## src/rtl/if_fetch_queue.sv

```systemverilog
// if_fetch_queue: instruction fetch front end between the program counter
// and the IF/ID register. Issues reads to a 1-cycle-latency instruction SRAM,
// buffers {word, pc} pairs in a DEPTH-entry FIFO and presents the head to ID.
// A credit rule (count + inflight - pop < DEPTH) keeps a returning word from
// ever landing on a full FIFO. Redirects flush the queue and drop any read in
// flight. A misaligned redirect parks the fetcher in HALT with fetch_fault set.
// Optional build macro IF_FETCH_QUEUE_BYPASS_EN: when the FIFO is empty, a
// returning word is presented combinationally in the cycle it arrives.
module if_fetch_queue #(
  parameter int              WIDTH    = 32,
  parameter int              DEPTH    = 4,
  parameter int              ADDR_W   = 11,
  parameter logic [WIDTH-1:0] RESET_PC = 32'h0000_0000
) (
  input  logic              clk,
  input  logic              rst,
  output logic [ADDR_W-1:0] imem_addr,
  output logic              imem_req,
  input  logic [WIDTH-1:0]  imem_rdata,
  input  logic              redirect_valid,
  input  logic [WIDTH-1:0]  redirect_pc,
  input  logic              stall,
  output logic              inst_valid,
  output logic [WIDTH-1:0]  inst_out,
  output logic [WIDTH-1:0]  inst_pc,
  output logic              fetch_fault
);

  localparam int PTR_W = $clog2(DEPTH);
  localparam int CNT_W = PTR_W + 1;
  localparam int SUM_W = CNT_W + 1;

  typedef enum logic {S_RUN, S_HALT} state_t;

  state_t             r_state;
  state_t             w_state_nxt;

  logic [WIDTH-1:0]   r_fetch_pc;
  logic               r_inflight;
  logic [WIDTH-1:0]   r_tag;

  logic [WIDTH-1:0]   r_mem_data [DEPTH];
  logic [WIDTH-1:0]   r_mem_pc   [DEPTH];
  logic [PTR_W-1:0]   r_wr_ptr;
  logic [PTR_W-1:0]   r_rd_ptr;
  logic [CNT_W-1:0]   r_count;

  logic               w_fifo_empty;
  logic               w_head_valid;
  logic [WIDTH-1:0]   w_head_data;
  logic [WIDTH-1:0]   w_head_pc;
  logic               w_out_valid;
  logic               w_pop;
  logic               w_pop_fifo;
  logic               w_push;
  logic               w_aligned;
  logic [SUM_W-1:0]   w_used;
  logic               w_credit;

  assign w_fifo_empty = (r_count == '0);
  assign w_aligned    = (redirect_pc[1:0] == 2'b00);

`ifdef IF_FETCH_QUEUE_BYPASS_EN
  // Empty FIFO with a word arriving: show the SRAM output directly.
  logic w_bypass;
  assign w_bypass     = w_fifo_empty & r_inflight;
  assign w_head_valid = ~w_fifo_empty | r_inflight;
  assign w_head_data  = w_fifo_empty ? imem_rdata : r_mem_data[r_rd_ptr];
  assign w_head_pc    = w_fifo_empty ? r_tag      : r_mem_pc[r_rd_ptr];
  // A bypassed word consumed this cycle never enters the FIFO.
  assign w_push       = r_inflight & ~redirect_valid & ~(w_bypass & w_pop);
`else
  assign w_head_valid = ~w_fifo_empty;
  assign w_head_data  = r_mem_data[r_rd_ptr];
  assign w_head_pc    = r_mem_pc[r_rd_ptr];
  assign w_push       = r_inflight & ~redirect_valid;
`endif

  assign w_out_valid = (r_state == S_RUN) & w_head_valid;
  assign w_pop       = w_out_valid & ~stall;
  assign w_pop_fifo  = w_pop & ~w_fifo_empty;

  // Credit: entries held plus the read in flight, less what leaves this cycle.
  assign w_used   = SUM_W'(r_count) + SUM_W'(r_inflight);
  assign w_credit = (w_used < (SUM_W'(DEPTH) + SUM_W'(w_pop)));

  assign inst_valid  = w_out_valid;
  assign inst_out    = w_out_valid ? w_head_data : '0;
  assign inst_pc     = w_out_valid ? w_head_pc   : '0;
  assign fetch_fault = (r_state == S_HALT);
  assign imem_addr   = r_fetch_pc[ADDR_W+1:2];

  // Next-state and read-strobe decode.
  // NOTE: every output of this block is given a default first so no path
  // leaves it unassigned and no latch is inferred.
  always_comb begin
    w_state_nxt = r_state;
    imem_req    = 1'b0;
    unique case (r_state)
      S_RUN: begin
        imem_req = ~rst & ~redirect_valid & w_credit;
        if (redirect_valid && !w_aligned) w_state_nxt = S_HALT;
      end
      S_HALT: begin
        if (redirect_valid && w_aligned) w_state_nxt = S_RUN;
      end
    endcase
  end

  // State register.
  // NOTE: sequential state uses non-blocking assignment so every register
  // samples pre-edge values regardless of block evaluation order.
  always_ff @(posedge clk) begin
    if (rst) r_state <= S_RUN;
    else     r_state <= w_state_nxt;
  end

  // Fetch PC, in-flight flag and the PC tag of the outstanding read.
  always_ff @(posedge clk) begin
    if (rst) begin
      r_fetch_pc <= RESET_PC;
      r_inflight <= 1'b0;
      r_tag      <= '0;
    end else if (redirect_valid) begin
      r_fetch_pc <= redirect_pc;
      r_inflight <= 1'b0;
    end else begin
      r_inflight <= imem_req;
      if (imem_req) begin
        r_tag      <= r_fetch_pc;
        r_fetch_pc <= r_fetch_pc + WIDTH'(4);
      end
    end
  end

  // FIFO pointers and occupancy; a redirect empties the queue.
  always_ff @(posedge clk) begin
    if (rst || redirect_valid) begin
      r_wr_ptr <= '0;
      r_rd_ptr <= '0;
      r_count  <= '0;
    end else begin
      if (w_push)     r_wr_ptr <= r_wr_ptr + PTR_W'(1);
      if (w_pop_fifo) r_rd_ptr <= r_rd_ptr + PTR_W'(1);
      r_count <= r_count + CNT_W'(w_push) - CNT_W'(w_pop_fifo);
    end
  end

  // FIFO storage writes.
  // NOTE: the storage array has no reset; occupancy and pointers decide
  // what is valid, so clearing the words would only cost reset fan-out.
  always_ff @(posedge clk) begin
    if (w_push) begin
      r_mem_data[r_wr_ptr] <= imem_rdata;
      r_mem_pc[r_wr_ptr]   <= r_tag;
    end
  end

endmodule
```

## config.mk

```make
export PLATFORM = sky130hd
export DESIGN_NAME = if_fetch_queue
export DESIGN_NICKNAME = d
export VERILOG_FILES = /design/src/rtl/if_fetch_queue.sv
export SDC_FILE = /design/constraint.sdc
export NUM_CORES = 1
export LEC_CHECK = 0
export CORE_ASPECT_RATIO = 1.25
export CORE_MARGIN = 2
export CORE_UTILIZATION = 45
export CTS_CLUSTER_DIAMETER = 120
export DETAILED_ROUTE_END_ITERATION = 10
export PLACE_DENSITY_LB_ADDON = 0.08
export SLEW_MARGIN = 20
export SYNTH_ARGS = -nofsm -noshare
export SYNTH_HDL_FRONTEND = slang
export SYNTH_SLANG_ARGS = --single-unit
```

## constraint.sdc

```tcl
create_clock -name clk -period 4.7 [get_ports clk]
set_clock_uncertainty 0.1 [all_clocks]
set_input_delay 0.705 -clock clk [delete_from_list [all_inputs] [get_ports clk]]
set_output_delay 0.705 -clock clk [all_outputs]
set_load 0.03 [all_outputs]
```

# Word-level counts from Yosys, hierarchy flattened
# Memories as Yosys holds them, arrays and structs flattened. A register that Yosys moved wholly into a read port is not among the register bits.
# Cells that the tools add are included.
# word_totals
regBits	73
n_memories	2
ram_bits	256
inputBits	68
# mem_list
name	depth	width	read_ports	rd_clocked_by_memory_dff	write_ports	line_no	text
r_mem_data	4	32	1	1	1	42	logic [WIDTH-1:0] r_mem_data [DEPTH];
r_mem_pc	4	32	1	1	1	43	logic [WIDTH-1:0] r_mem_pc [DEPTH];
# classes
muxes	14
n_reduce_logical	9
n_addsub	7
bitwise_logic	11
n_lt_le_gt_ge	1
# ops
op	count
2-to-1 mux 32 bit	4
adder 32 x 3 -> 32 bit, second input constant	1
2-to-1 mux 2 bit	4
AND 1 bit	6
2-to-1 mux 1 bit	5
NOT 1 bit	5
adder 2 x 1 -> 2 bit, second input constant	2
adder 3 x 1 -> 4 bit	1
adder 3 x 1 -> 4 bit, first input constant	1
< comparator 4 bit	1
adder 3 x 1 -> 3 bit	1
zero test 3 bit	1
subtractor 3 x 1 -> 3 bit	1
logical AND 1 bit	2
zero test 2 bit	1
case mux 1 bit (2 select lines)	1
AND reduction 2 bit	1
nonzero test 2 bit	1
OR reduction 2 bit	1
zero test 1 bit	1
logical OR 1 bit	1

# Depth between registers and ports, before layout
# logic_depth
depth_word	10
mapped_depth	10
mapped_depth_nobuf	8

# Least setup slack after synthesis
# No wires, ideal clock.
# synth_path
path_kind	input to register
start	in redirect_valid
end	mem r_mem_data[0][0], enable pin
cell_stages	3
setup_slack_ps	1536
t_required_ps	4171
t_arrival_ps	2635
cell_sequence	clkbuf_1 > nor2b_1 > and2_1
# synth_via
elab_chain_len	4
# synth_rtl
item	line_no	text
from (decl)	20	input logic redirect_valid,
NOT 1 bit (no source line)	-	
AND 1 bit	76	assign w_push = r_inflight & ~redirect_valid;
2-to-1 mux 1 bit	153	if (w_push) begin
2-to-1 mux 1 bit (not written as such)	154	r_mem_data[r_wr_ptr] <= imem_rdata;
to (decl)	42	
# Every way passes these cells.

==> metrics.md <==
| Metric | Value |
|---|---|
| Status | finished, final reports clean |
| Area of the mapped netlist | 13200 um2 |
| Fin. max-slew vios | 0 |
| Critical Setup Path Class | flip-flop to output pin |
| CTS buffer count | 34 |
| Most frequent cells in the layout | 256 x edfxtp_1, 143 x clkdlybuf4s50_1, 96 x nand2_1, 73 x dfxtp_1 |
| Largest net degree at the start of global routing | 71 |
| Crit share post-route | 80.1% |
| Cells after Synth | 850 |
| Io pins | 146 |
| Antenna Cells | 0 |
| Setup crit end kind | output pin |
| WP depth | 4 |
| Area occupied by multi-input gates | 3720 um2 |
| Commonest non-fill, non-tap cell in the layout | edfxtp_1 |
| Core footprint | 29100 um2 |
| H-tree Lvls | 2 |
| Global Route Usage Sum | 18.1% |
| Drt via density | 5.30 |
| RSZ-0062 raised after global routing | false |
| R2R Path End | r_fetch_pc[19] |
| Chip height | 196 um |
| CP endpoint | inst_out[1] |
| Reg2reg setup slack | 1.49 ns |
| Syn Area/Cell | 15.6 um2 |
| Slew @ Worst Pin | 0.901 ns |
| Dpl cells | 1352 |
| Clock Sinks | 331 |
| Fillers | 2402 |
| DR WL/cell | 19.5 um |
| Global route total overflow | 0 |
| Non-Filler Instances | 1412 |
| CP required | 3.89 ns |
| Cts hold-fix bufs | 0 |
| Synth warn | 0 |
| Ys async rst share | 0% |
| Final hold vios | 0 |
| TritonCTS clock tree | built |
| Seq/Total Area, Yosys | 69.5% |
| Ratio of cells with drive above 1 in the final layout | 14.4% |
| Setup TNS Final | 0 ns |
| Post-synth net total | 929 |
| Max_cap viols | 0 |
| Crit-path cells | buf_4 -> mux4_2 -> and2_1 -> clkdlybuf4s50_1 |
| Min-Delay Path Class | flip-flop to flip-flop |
| Peak VDD IR | 271 uV |
| Starting Density | 45.5% |
| Clk slew on worst S/H paths | 0.06 ns |
| Vias in the first global route | 7563 |
| #FFs+latches synth | 331 |
| Post-CTS setup buffer count | 0 |
| Critical Path Fanout Max | 23 |
| DRT iter0 DRCs | 403 |
| Die Area | 30800 um2 |
| Top cell family by delay on the critical path | buffers and inverters |
| Slowest cell on the critical path | dfxtp_4 |
| Vias | 7479 |
| Global-route wire length before repair | 42800 um |
| Most used DFF post-synth | edfxtp_1 |
| PwrDens | 387 nW/um2 |
| Placer Congestion | 0.852 |
| Fmax | 266 MHz |
| Critical Path Source Type | flip-flop |
| Area growth, synth to finish | 23.0% |
| Register area | 9190 um2 |
| Initial antenna violation count | 0 |
| Die width | 157 um |
| PortBufs | 145 |
| Placed wire-length estimate | 16900 um |
| Root buffer cell | clkbuf_16 |
| Max_slew headroom | 40.0% |
| Post-synth EDFFs | 256 |
| Reg2Reg Depth | 9 |
| LEAKAGE | 5.21 nW |
| Final setup vio count | 0 |
| Reg-to-Reg Start | r_inflight |
| Num rows | 70 |
| Buffers plus inverters on the worst setup path | 2 |
| Worst-skew pair later-pin latency | 0.50 ns |
| Routed Antenna Nets | 0 |
| DRC Markers | 0 |
| Post-CTS sizing | 0 |
| CP max stage delay | 0.69 ns |
| Post-synth cell types | 54 |
| Core Util, Final | 55.9% |
| WL final | 27500 um |
| Clock Tree Buf Depth | 3 |
| CP arrival | 2.96 ns |
| Tmin final | 3.77 ns |
| Drt first pass iters | 5 |
| Nets | 1071 |
-- per-stage QoR --
stage / hold slack [ns] / area (um2) / power, W / setup slack (ns)
floorplan: 0.331 / 13200 / 0.00345 / 1.54
global placement: 0.350 / 15100 / 0.00359 / 1.30
detailed placement: 0.352 / 15100 / 0.00360 / 1.27
CTS: 0.359 / 16300 / 0.00637 / 0.816
global route: 0.371 / 16300 / 0.00651 / 0.728
finish: 0.361 / 16300 / 0.00629 / 0.934
-- routing by layer --
layer  up-vias  wire length, um  track usage, %
met1      3722            12100            24.6
met2       190            13600            30.3
met3        34             1310            3.20
met4         0              472            4.92
li1       3533                -               -
met5         -                0               0
-- worst min-delay path by stage --
stage / from / end / slack (ns) / cells past startpoint
5_1_grt: r_fetch_pc[1] / r_tag[1] / 0.37 / 2
4_1_cts: r_fetch_pc[1] / r_tag[1] / 0.36 / 2
2_1_floorplan: r_fetch_pc[0] / r_tag[0] / 0.33 / 2
3_5_place_dp: r_fetch_pc[1] / r_tag[1] / 0.35 / 2
6_report: r_fetch_pc[1] / r_tag[1] / 0.36 / 2
3_3_place_gp: r_fetch_pc[1] / r_tag[1] / 0.35 / 2
-- tightest hold or removal path, stage by stage (launching register included) --
cell     delay [ns]
dfxtp_1        0.31
nand2_1        0.05
a21oi_1        0.05
-- area by class of cell --
class	count	area share, %
flip-flops and latches	331	56.5
well taps	396	3.05
multi-input cells	445	22.9
repair buffers	164	10.1
clock inverters	12	1.11
inverters	16	0.369
clock buffers	48	6.03
-- report_power, final --
group | internal (W) | switching [W]
logic | 0.000141 | 0.000160
clock network | 0.00173 | 0.00104
registers | 0.00318 | 0.0000485
-- logic make-up after synthesis --
family / Yosys count / synth area share [%]
XOR/XNOR: 11 / 0.728
buffers and inverters: 74 / 2.54
adder cells (fa/ha/maj): 11 / 1.10
multiplexers: 69 / 11.3
AND/OR/NAND/NOR: 246 / 9.56
AO/OA/AOI/OAI: 108 / 5.32
flip-flops: 331 / 69.5
-- cell usage after synthesis, types with 2 or more instances --
| cell | count | area share [%] |
|---|---|---|
| edfxtp_1 | 256 | 58 |
| nand2_1 | 96 | 2.7 |
| dfxtp_1 | 75 | 11 |
| and2_1 | 68 | 3.2 |
| mux4_2 | 64 | 11 |
| a21oi_1 | 50 | 1.9 |
| clkbuf_1 | 35 | 0.99 |
| nand3_1 | 17 | 0.64 |
| nor2_1 | 17 | 0.48 |
| inv_1 | 16 | 0.45 |
| buf_4 | 12 | 0.68 |
| a22oi_1 | 11 | 0.62 |
| a31oi_1 | 11 | 0.52 |
| ha_1 | 10 | 0.95 |
| nand4_1 | 7 | 0.33 |
| nor3_1 | 7 | 0.26 |
| o22ai_1 | 7 | 0.33 |
| or3_1 | 7 | 0.33 |
| and4_1 | 6 | 0.40 |
| buf_1 | 6 | 0.17 |
| o211ai_1 | 6 | 0.34 |
| xnor2_1 | 6 | 0.40 |
| xor2_1 | 5 | 0.33 |
| and3_1 | 4 | 0.19 |
| buf_2 | 4 | 0.15 |
| mux2i_1 | 4 | 0.30 |
| nor4_1 | 4 | 0.19 |
| nand2b_1 | 3 | 0.14 |
| a211oi_1 | 2 | 0.11 |
| a221oi_1 | 2 | 0.13 |
| a2bb2oi_1 | 2 | 0.13 |
| a311oi_1 | 2 | 0.13 |
| nand3b_1 | 2 | 0.11 |
| o21ai_0 | 2 | 0.076 |
| o311ai_0 | 2 | 0.13 |
| o31a_1 | 2 | 0.13 |
| o41a_1 | 2 | 0.17 |
| or4_1 | 2 | 0.11 |
-- flip-flops by register name, summed over array words and instances, names as in the netlist, named ones only --
| register | cells |
|---|---|
| r_count | 3 |
| r_fetch_pc | 32 |
| r_inflight | 1 |
| r_mem_data | 128 |
| r_mem_pc | 128 |
| r_rd_ptr | 2 |
| r_tag | 32 |
| r_wr_ptr | 2 |
Note: power is estimated with default switching activity, not from simulation.
